===== src/rtl/alu_pkg.sv =====
// Shared ALU-side definitions: widths, opcode encodings, instruction field layout and decode.
package alu_pkg;

    localparam int unsigned DW     = 16;
    localparam int unsigned NREG   = 16;
    localparam int unsigned REG_AW = $clog2(NREG);
    localparam int unsigned OPW    = 4;
    localparam int unsigned IW     = 16;

    localparam int unsigned OPC_MSB = 15;
    localparam int unsigned OPC_LSB = 12;
    localparam int unsigned RD_MSB  = 11;
    localparam int unsigned RD_LSB  = 8;
    localparam int unsigned RS_MSB  = 7;
    localparam int unsigned RS_LSB  = 4;
    localparam int unsigned RT_MSB  = 3;
    localparam int unsigned RT_LSB  = 0;

    typedef enum logic [OPW-1:0] {
        OP_ADD = 4'b0000,
        OP_SUB = 4'b0001,
        OP_SLT = 4'b0010,
        OP_OR  = 4'b0011,
        OP_AND = 4'b0100,
        OP_SHL = 4'b0101
    } alu_op_e;

    typedef struct packed {
        logic [OPW-1:0]    opc;
        logic [REG_AW-1:0] rd;
        logic [REG_AW-1:0] rs;
        logic [REG_AW-1:0] rt;
    } instr_t;

    typedef struct packed {
        logic [OPW-1:0]    opc;
        logic [REG_AW-1:0] rd;
        logic [DW-1:0]     op_a;
        logic [DW-1:0]     op_b;
    } issue_t;

    // Field extraction; opcode is passed through unchecked.
    function automatic instr_t decode(input logic [IW-1:0] w);
        instr_t d;
        d.opc = w[OPC_MSB:OPC_LSB];
        d.rd  = w[RD_MSB:RD_LSB];
        d.rs  = w[RS_MSB:RS_LSB];
        d.rt  = w[RT_MSB:RT_LSB];
        return d;
    endfunction

endpackage


===== src/rtl/operand_fetch_if.sv =====
// Issue-in, issue-out and writeback signals of the operand-fetch stage.
interface operand_fetch_if;
    import alu_pkg::*;

    logic                in_valid;
    logic                in_ready;
    logic [IW-1:0]       instr;
    logic                out_valid;
    logic                out_ready;
    logic [DW-1:0]       op_a;
    logic [DW-1:0]       op_b;
    logic [OPW-1:0]      opc;
    logic [REG_AW-1:0]   rd;
    logic                wb_en;
    logic [REG_AW-1:0]   wb_addr;
    logic [DW-1:0]       wb_data;

    modport master (
        output in_valid, instr, out_ready, wb_en, wb_addr, wb_data,
        input  in_ready, out_valid, op_a, op_b, opc, rd
    );

    modport slave (
        input  in_valid, instr, out_ready, wb_en, wb_addr, wb_data,
        output in_ready, out_valid, op_a, op_b, opc, rd
    );

endinterface


===== src/rtl/reg_file.sv =====
// 16xDW register file: two combinational read ports with write bypass, one write port, r0 hardwired to 0.
module reg_file
    import alu_pkg::*;
(
    input  logic              clk,
    input  logic              rst_n,
    input  logic              we_i,
    input  logic [REG_AW-1:0] waddr_i,
    input  logic [DW-1:0]     wdata_i,
    input  logic [REG_AW-1:0] raddr_a_i,
    input  logic [REG_AW-1:0] raddr_b_i,
    output logic [DW-1:0]     rdata_a_c,
    output logic [DW-1:0]     rdata_b_c
);

    logic [DW-1:0] mem_q [NREG];
    logic          wr_c;

    assign wr_c = we_i && (waddr_i != '0);

    always_ff @(posedge clk or negedge rst_n) begin
        if (!rst_n) begin
            for (int i = 0; i < int'(NREG); i++) begin
                mem_q[i] <= '0;
            end
        end else if (wr_c) begin
            mem_q[waddr_i] <= wdata_i;
        end
    end

    // Same-cycle writeback wins over the stale stored value.
    always_comb begin
        rdata_a_c = mem_q[raddr_a_i];
        if (raddr_a_i == '0) begin
            rdata_a_c = '0;
        end else if (wr_c && (waddr_i == raddr_a_i)) begin
            rdata_a_c = wdata_i;
        end
    end

    always_comb begin
        rdata_b_c = mem_q[raddr_b_i];
        if (raddr_b_i == '0) begin
            rdata_b_c = '0;
        end else if (wr_c && (waddr_i == raddr_b_i)) begin
            rdata_b_c = wdata_i;
        end
    end

endmodule


===== src/rtl/operand_fetch.sv =====
// Operand-fetch stage: decode, register read, and one registered valid/ready issue slot to the ALU.
module operand_fetch
    import alu_pkg::*;
(
    input  logic            clk,
    input  logic            rst_n,
    operand_fetch_if.slave  bus
);

    instr_t        dec_c;
    logic          accept_c;
    logic [DW-1:0] rf_a_c;
    logic [DW-1:0] rf_b_c;

    logic          out_valid_q, out_valid_d;
    issue_t        issue_q, issue_d;

    assign dec_c       = decode(bus.instr);
    assign bus.in_ready = !out_valid_q || bus.out_ready;
    assign accept_c    = bus.in_valid && bus.in_ready;

    reg_file u_reg_file (
        .clk       (clk),
        .rst_n     (rst_n),
        .we_i      (bus.wb_en),
        .waddr_i   (bus.wb_addr),
        .wdata_i   (bus.wb_data),
        .raddr_a_i (dec_c.rs),
        .raddr_b_i (dec_c.rt),
        .rdata_a_c (rf_a_c),
        .rdata_b_c (rf_b_c)
    );

    // Load on accept, drain on consume, otherwise hold; held operands are never refreshed.
    always_comb begin
        out_valid_d = out_valid_q;
        issue_d     = issue_q;
        if (accept_c) begin
            out_valid_d  = 1'b1;
            issue_d.opc  = dec_c.opc;
            issue_d.rd   = dec_c.rd;
            issue_d.op_a = rf_a_c;
            issue_d.op_b = rf_b_c;
        end else if (bus.out_ready) begin
            out_valid_d = 1'b0;
        end
    end

    always_ff @(posedge clk or negedge rst_n) begin
        if (!rst_n) begin
            out_valid_q <= 1'b0;
            issue_q     <= '0;
        end else begin
            out_valid_q <= out_valid_d;
            issue_q     <= issue_d;
        end
    end

    assign bus.out_valid = out_valid_q;
    assign bus.op_a      = issue_q.op_a;
    assign bus.op_b      = issue_q.op_b;
    assign bus.opc       = issue_q.opc;
    assign bus.rd        = issue_q.rd;

endmodule


===== src/flat_wrapper.sv =====
// flat-port wrapper written by rule: the top's interface ports become plain ports
module operand_fetch_flat import alu_pkg::*;
  (clk, rst_n, bus_in_valid, bus_instr, bus_out_ready, bus_wb_en, bus_wb_addr, bus_wb_data, bus_in_ready, bus_out_valid, bus_op_a, bus_op_b, bus_opc, bus_rd);
  operand_fetch_if bus_i ();
  input  logic clk;
  input  logic rst_n;
  input wire logic [$bits(bus_i.in_valid)-1:0] bus_in_valid;
  input wire logic [$bits(bus_i.instr)-1:0] bus_instr;
  input wire logic [$bits(bus_i.out_ready)-1:0] bus_out_ready;
  input wire logic [$bits(bus_i.wb_en)-1:0] bus_wb_en;
  input wire logic [$bits(bus_i.wb_addr)-1:0] bus_wb_addr;
  input wire logic [$bits(bus_i.wb_data)-1:0] bus_wb_data;
  output wire logic [$bits(bus_i.in_ready)-1:0] bus_in_ready;
  output wire logic [$bits(bus_i.out_valid)-1:0] bus_out_valid;
  output wire logic [$bits(bus_i.op_a)-1:0] bus_op_a;
  output wire logic [$bits(bus_i.op_b)-1:0] bus_op_b;
  output wire logic [$bits(bus_i.opc)-1:0] bus_opc;
  output wire logic [$bits(bus_i.rd)-1:0] bus_rd;
  assign bus_i.in_valid = bus_in_valid;
  assign bus_i.instr = bus_instr;
  assign bus_i.out_ready = bus_out_ready;
  assign bus_i.wb_en = bus_wb_en;
  assign bus_i.wb_addr = bus_wb_addr;
  assign bus_i.wb_data = bus_wb_data;
  assign bus_in_ready = bus_i.in_ready;
  assign bus_out_valid = bus_i.out_valid;
  assign bus_op_a = bus_i.op_a;
  assign bus_op_b = bus_i.op_b;
  assign bus_opc = bus_i.opc;
  assign bus_rd = bus_i.rd;
  operand_fetch u_core (.clk(clk), .rst_n(rst_n), .bus(bus_i));
endmodule

===== config.mk =====
export PLATFORM = sky130hd
export DESIGN_NAME = operand_fetch_flat
export DESIGN_NICKNAME = d
export VERILOG_FILES = /design/src/rtl/alu_pkg.sv /design/src/rtl/operand_fetch_if.sv /design/src/rtl/reg_file.sv /design/src/rtl/operand_fetch.sv /design/src/flat_wrapper.sv
export SDC_FILE = /design/constraint.sdc
export NUM_CORES = 1
export LEC_CHECK = 0
export CAP_MARGIN = 40
export CELL_PAD_IN_SITES_DETAIL_PLACEMENT = 1
export CELL_PAD_IN_SITES_GLOBAL_PLACEMENT = 2
export CORE_MARGIN = 2
export CORE_UTILIZATION = 40
export CTS_BUF_LIST = sky130_fd_sc_hd__clkbuf_8
export DETAILED_ROUTE_END_ITERATION = 8
export PLACE_DENSITY_LB_ADDON = 0.1
export REMOVE_ABC_BUFFERS = 1
export SKIP_CTS_REPAIR_TIMING = 1
export SLEW_MARGIN = 20
export SYNTH_ARGS = -nofsm -noshare
export SYNTH_HDL_FRONTEND = slang
export SYNTH_HIERARCHICAL = 1
export SYNTH_SLANG_ARGS = --single-unit

===== constraint.sdc =====
create_clock -name clk -period 2.84 [get_ports clk]
set_input_delay 0.568 -clock clk [delete_from_list [all_inputs] [get_ports clk]]
set_output_delay 0.568 -clock clk [all_outputs]
set_load 0.05 [all_outputs]

Word level (Yosys, flattened, before mapping)
Cells that the tools add are included.
- bits in registers: 297
- bits in latches: 0
- RAM bits: 0
- memory bits (read-only): 0
- input port bits: 41
- logic and storage cells: 56
- memories: 0
- $add $sub $neg: 0
- $mul: 0
- divide/modulo/power cells: 0
- $lt $le $gt $ge: 4
- equal/unequal tests: 2
- shifts and indexed selects: 0
- multiplexer cells: 15
- bitwise gates (word level): 3
- reductions and logical operators: 11
- operators by type and width (operator ; number):
    bitwise mux 256 bit ; 1
    2-to-1 mux 16 bit ; 9
    binary-select mux 16 bit (select 4 bit) ; 2
    demux 16 bit (select 4 bit) ; 1
    greater-or-equal comparator 5 bit, second input constant ; 3
    inverter 4 -> 5 bit ; 3
    == test 4 bit ; 2
    logical NOT 4 bit ; 2
    logical AND 1 bit ; 5
    < comparator 5 x 1 -> 1 bit, second input constant ; 1
    nonzero test 4 bit ; 1
    2-to-1 mux 1 bit ; 2
    nonzero test 2 bit ; 1
    logical NOT 1 bit ; 1
    logical OR 1 bit ; 1

Logic depth before layout (Yosys ltp)
- depth in word-level cells: 6
- gate-level depth with buffers: 9
- mapped depth without buffers: 5

Modules after synthesis
Netlist, hierarchy kept.
- modules (own cells, without submodules) (module ; times used ; cells each ; area each (um2)):
    reg_file ; 1 ; 1050 ; 14098.5
    operand_fetch ; 1 ; 88 ; 1702.9

Least setup slack after synthesis
No wires, ideal clock.
- kind: input to register
- start: input bus_instr[6]
- end: register u_core.issue_q (netlist bit u_core/bus.op_a[10])
- setup time: 125 ps
- arrival time: 2082 ps
- data required time: 2715 ps
- slack: 633 ps
- stages: 9
- buffers on the path: 4
- path through: buf_2 or3_1 buf_2 or2_1 buf_2 buf_2 o31ai_1 a31oi_1 mux2_4
- longest elaborated chain between the ends: 6
- elaborated cells between the ends (all ways): 9
- classes of those cells: eq/ne (1); mux (5); bitwise (1); reduce/logical (2)
- ends and longest elaborated chain (element ; line ; source):
    from (decl) ; flat_wrapper.sv:8 ; input wire logic [$bits(bus_i.instr)-1:0] bus_instr;
    inverter 4 -> 5 bit (not written as such) ; reg_file.sv:33 ; rdata_a_c = mem_q[raddr_a_i];
    binary-select mux 16 bit (select 4 bit) ; reg_file.sv:33 ;
    2-to-1 mux 16 bit (not written as such) (2 in a row) ; reg_file.sv:33 ;
    2-to-1 mux 16 bit ; reg_file.sv:36 ; end else if (wr_c && (waddr_i == raddr_a_i)) begin
    2-to-1 mux 16 bit * ; reg_file.sv:34 ; if (raddr_a_i == '0) begin
    net u_core.rf_a_c[10] ; operand_fetch.sv:12 ; logic [DW-1:0] rf_a_c;
    to (signal assigned) ; operand_fetch.sv:55 ; issue_q <= issue_d;
    to (decl) ; operand_fetch.sv:16 ; issue_t issue_q, issue_d;
The timed path passes the listed nets; every way through them passes the cells marked *. The select of a mux whose other input is x is not followed.
A chain may end at the register's enable or synchronous reset.

Worst setup path in the final report
- start: register u_core.issue_q (netlist bit u_core/bus.op_b[0])
- end: output bus_op_b[0]
- RTL lines (element ; line ; source):
    to (decl) ; flat_wrapper.sv:16 ; output wire logic [$bits(bus_i.op_b)-1:0] bus_op_b;
No word-level cell between the ends.

==> key figures <==
Place
  – Gp weighted congestion: 0.807
  – Placed insts: 1,734
  – Final HPWL DP: 36.5 mm
  – Pre-CTS setup slack: 0.163 ns
  – IO Port Bufs: 82
  – Placed instance area: 17,900 um2

Layout
  – Most frequent cells in the layout: dfrtp_1, mux2_2, mux2i_1
  – Most common cell after layout, fill and taps aside: dfrtp_1
  – Fin cells: 1,833
  – Nets: 1,314
  – Fin area: 19,100 um2
  – Share of cells above drive strength 1: 0.396
  – ANT cells: 0
  – Fillers: 3,819
  – P&R area growth vs syn: 20.6%

GRT
  – Global route hottest layer: met2
  – Gr usage total: 0.264
  – Overflow after GRT: 0
  – Initial antenna violation count: 0
  – Largest net degree at the start of global routing: 70
  – Met1 Resource Use GR: 0.360
  – Global-route wire length before repair: 79.5 mm
  – GR Util met2: 0.436
  – GRT met3 Usage: 0.0421
  – Vias in the first global route: 11,775

Synthesis
  – Simple-gate portion of the synthesized area: 0.0295
  – Synth Area in Compound Gates: 0.0693
  – Netlist Area Pre-Place: 15,800 um2
  – Post-synth top area share: 0.470
  – Avg Cell Area, Syn: 13.9 um2
  – Mux cell area share after synthesis: 0.385
  – Adder-cell area share of the yosys netlist: 0
  – Cells after synthesis: 1,138
  – Seq/Total Area, Yosys: 0.470
  – Synth warnings: 6
  – Yosys cell types: 35
  – Largest family of logic cells by synthesized area: multiplexers
  – XOR/XNOR Fraction of Synth Area: 0.00443
  – Synthesized flop and latch total: 297
  – Top cells by area, synth: dfrtp_1, mux2_2, mux4_2, mux2i_1, mux2_4
  – Area leader, netlist: dfrtp_1

Clock tree
  – CTS Root Cell: clkbuf_8
  – Clock Tree Buf Depth: 3
  – Clk slew on worst S/H paths: 0.06 ns
  – Worst-Skew Late Latency: 0.65 ns
  – Max H-tree Level: 2
  – CTS tree: built
  – TritonCTS Buffers: 54
  – Clock sinks: 297

Setup path
  – CP delay by family, top: buffers and inverters
  – CP Data Arrival Time: 1.94 ns
  – Critical Path RT: 2.27 ns
  – Startpoint Class: flop
  – CP endpoint kind: output port
  – Largest stage delay, worst path: 0.84 ns
  – Crit path kind: reg -> out
  – Crit. Startpoint: u_core/bus.op_b[0]
  – Reg-to-Reg End: u_core/bus.op_a[14]
  – Reg2Reg Depth: 5
  – Worst path bufs/invs: 1
  – Flop2flop setup slack: 0.85 ns
  – Crit-path slowest cell: clkdlybuf4s50_1
  – Critical path, cell by cell: clkdlybuf4s50_1
  – FF-to-FF Start: u_core/u_reg_file/mem_q[46]
  – Critical path fanouts, max: 2

Timing
  – Tmin final: 2.50 ns
  – Setup TNS Final: 0 ns
  – Tcrit/Tclk final: 0.882
  – Slew @ Worst Pin: 0.624 ns
  – Slew margin rel.: 0.583
  – Final max-slew violation count: 0
  – Fin. Hold Viols: 0
  – Max Fclk: 0.399 GHz
  – Worst clock skew: 0.0237 ns
  – RSZ-0062 raised after global routing: no
  – Setup WS post-layout: 0.336 ns
  – Setup Viol. Count Final: 0

Die
  – DIE AREA: 41,100 um2
  – Die height: 203 um
  – Core ar.: 38,800 um2
  – Initial Util: 0.407
  – # IOs: 83
  – FP Rows: 72
  – Die W: 203 um

Routing
  – Vias per std cell: 5.83
  – Post-Route WL: 52.9 mm
  – Via count: 10,691
  – Drt drc: 0
  – DRT iter0 DRCs: 569
  – Wirelength per Cell: 28.9 um
  – ANT nets after route: 0
  – Pre-antenna DRT Iters: 5

Worst hold path
  – Hold crit path type: reg -> reg
  – Hold Path Origin: u_core/u_reg_file/mem_q[251]
  – Hold Crit Endpoint: u_core/u_reg_file/mem_q[251]
  – WHS Path Cells: 0

Run
  – Max_cap viols: 0

Power
  – Power per cell area: 742 nW/um2
  – Worst VDD drop: 0.544 mV
  – Pleak: 8.34 nW

Status
  – Outcome: finished, final reports clean
==> registers in the layout, indices dropped and copies added, names as in the netlist <==
name                     flops
u_core/u_reg_file/mem_q    256
u_core/bus.op_a             16
u_core/bus.op_b             16
u_core/bus.opc               4
u_core/bus.rd                4
u_core/bus.out_valid         1
==> cells in the mapped netlist, drive strengths merged <==
master	number
dfrtp	297
mux2	282
mux2i	128
buf	70
mux4	64
o22ai	64
clkbuf	57
a211oi	32
o31ai	32
nand3	31
a31oi	30
nor2	9
xnor2	8
nand2b	5
nand3b	5
or3	5
or2	4
or3b	4
a21oi	2
nand2	2
nand4	2
nor2b	2
and3	1
nor3b	1
o41ai	1
==> cell type report <==
class                      count  area, um2  area share
multi-input combinational    714       7730       0.406
clock inverter                27        169     0.00887
timing repair buffer         206       2090       0.110
sequential                   297       7430       0.390
tap                          518        648      0.0340
clock buffer                  71        977      0.0513
==> per-layer routing <==
layer  up-vias  share of wire
met5         -              0
met2       228           0.49
met1      5757           0.45
met4         0          0.023
met3        81          0.043
li1       4625              -
==> cell families (layout without fill, tap and decap cells) <==
group                  Yosys count  after routing
buffers and inverters          127            304
multiplexers                   474            474
XOR/XNOR                         8              8
flip-flops                     297            297
AND/OR/NAND/NOR                 71             71
AO/OA/AOI/OAI                  161            161
==> worst max-delay path by stage <==
stage	end	slack, ns	cells past startpoint
2_1_floorplan	u_core/bus.op_a[0]	-0.35	4
3_3_place_gp	u_core/bus.op_b[11]	0.16	6
3_5_place_dp	u_core/bus.op_a[13]	0.16	6
4_1_cts	bus_op_b[14]	0.31	1
5_1_grt	bus_op_b[0]	0.30	1
6_report	bus_op_b[0]	0.34	1
==> power by group <==
| group | internal, W | total (W) | switching, W |
|---|---|---|---|
| sequential | 0.00521 | 0.00598 | 0.000771 |
| clock | 0.00241 | 0.00433 | 0.00192 |
| combinational | 0.00197 | 0.00383 | 0.00186 |
| total | 0.00958 | 0.0141 | 0.00455 |
==> per-stage QoR <==
stage | util | hold slack [ns] | power, W
floorplan | - | 0.272 | 0.00828
global placement | 0.461 | 0.385 | 0.00977
detailed placement | 0.461 | 0.391 | 0.00990
CTS | 0.490 | -0.177 | 0.0143
global route | 0.491 | 0.409 | 0.0148
finish | 0.491 | 0.404 | 0.0141
No activity file was read; power rests on OpenSTA's default activity.
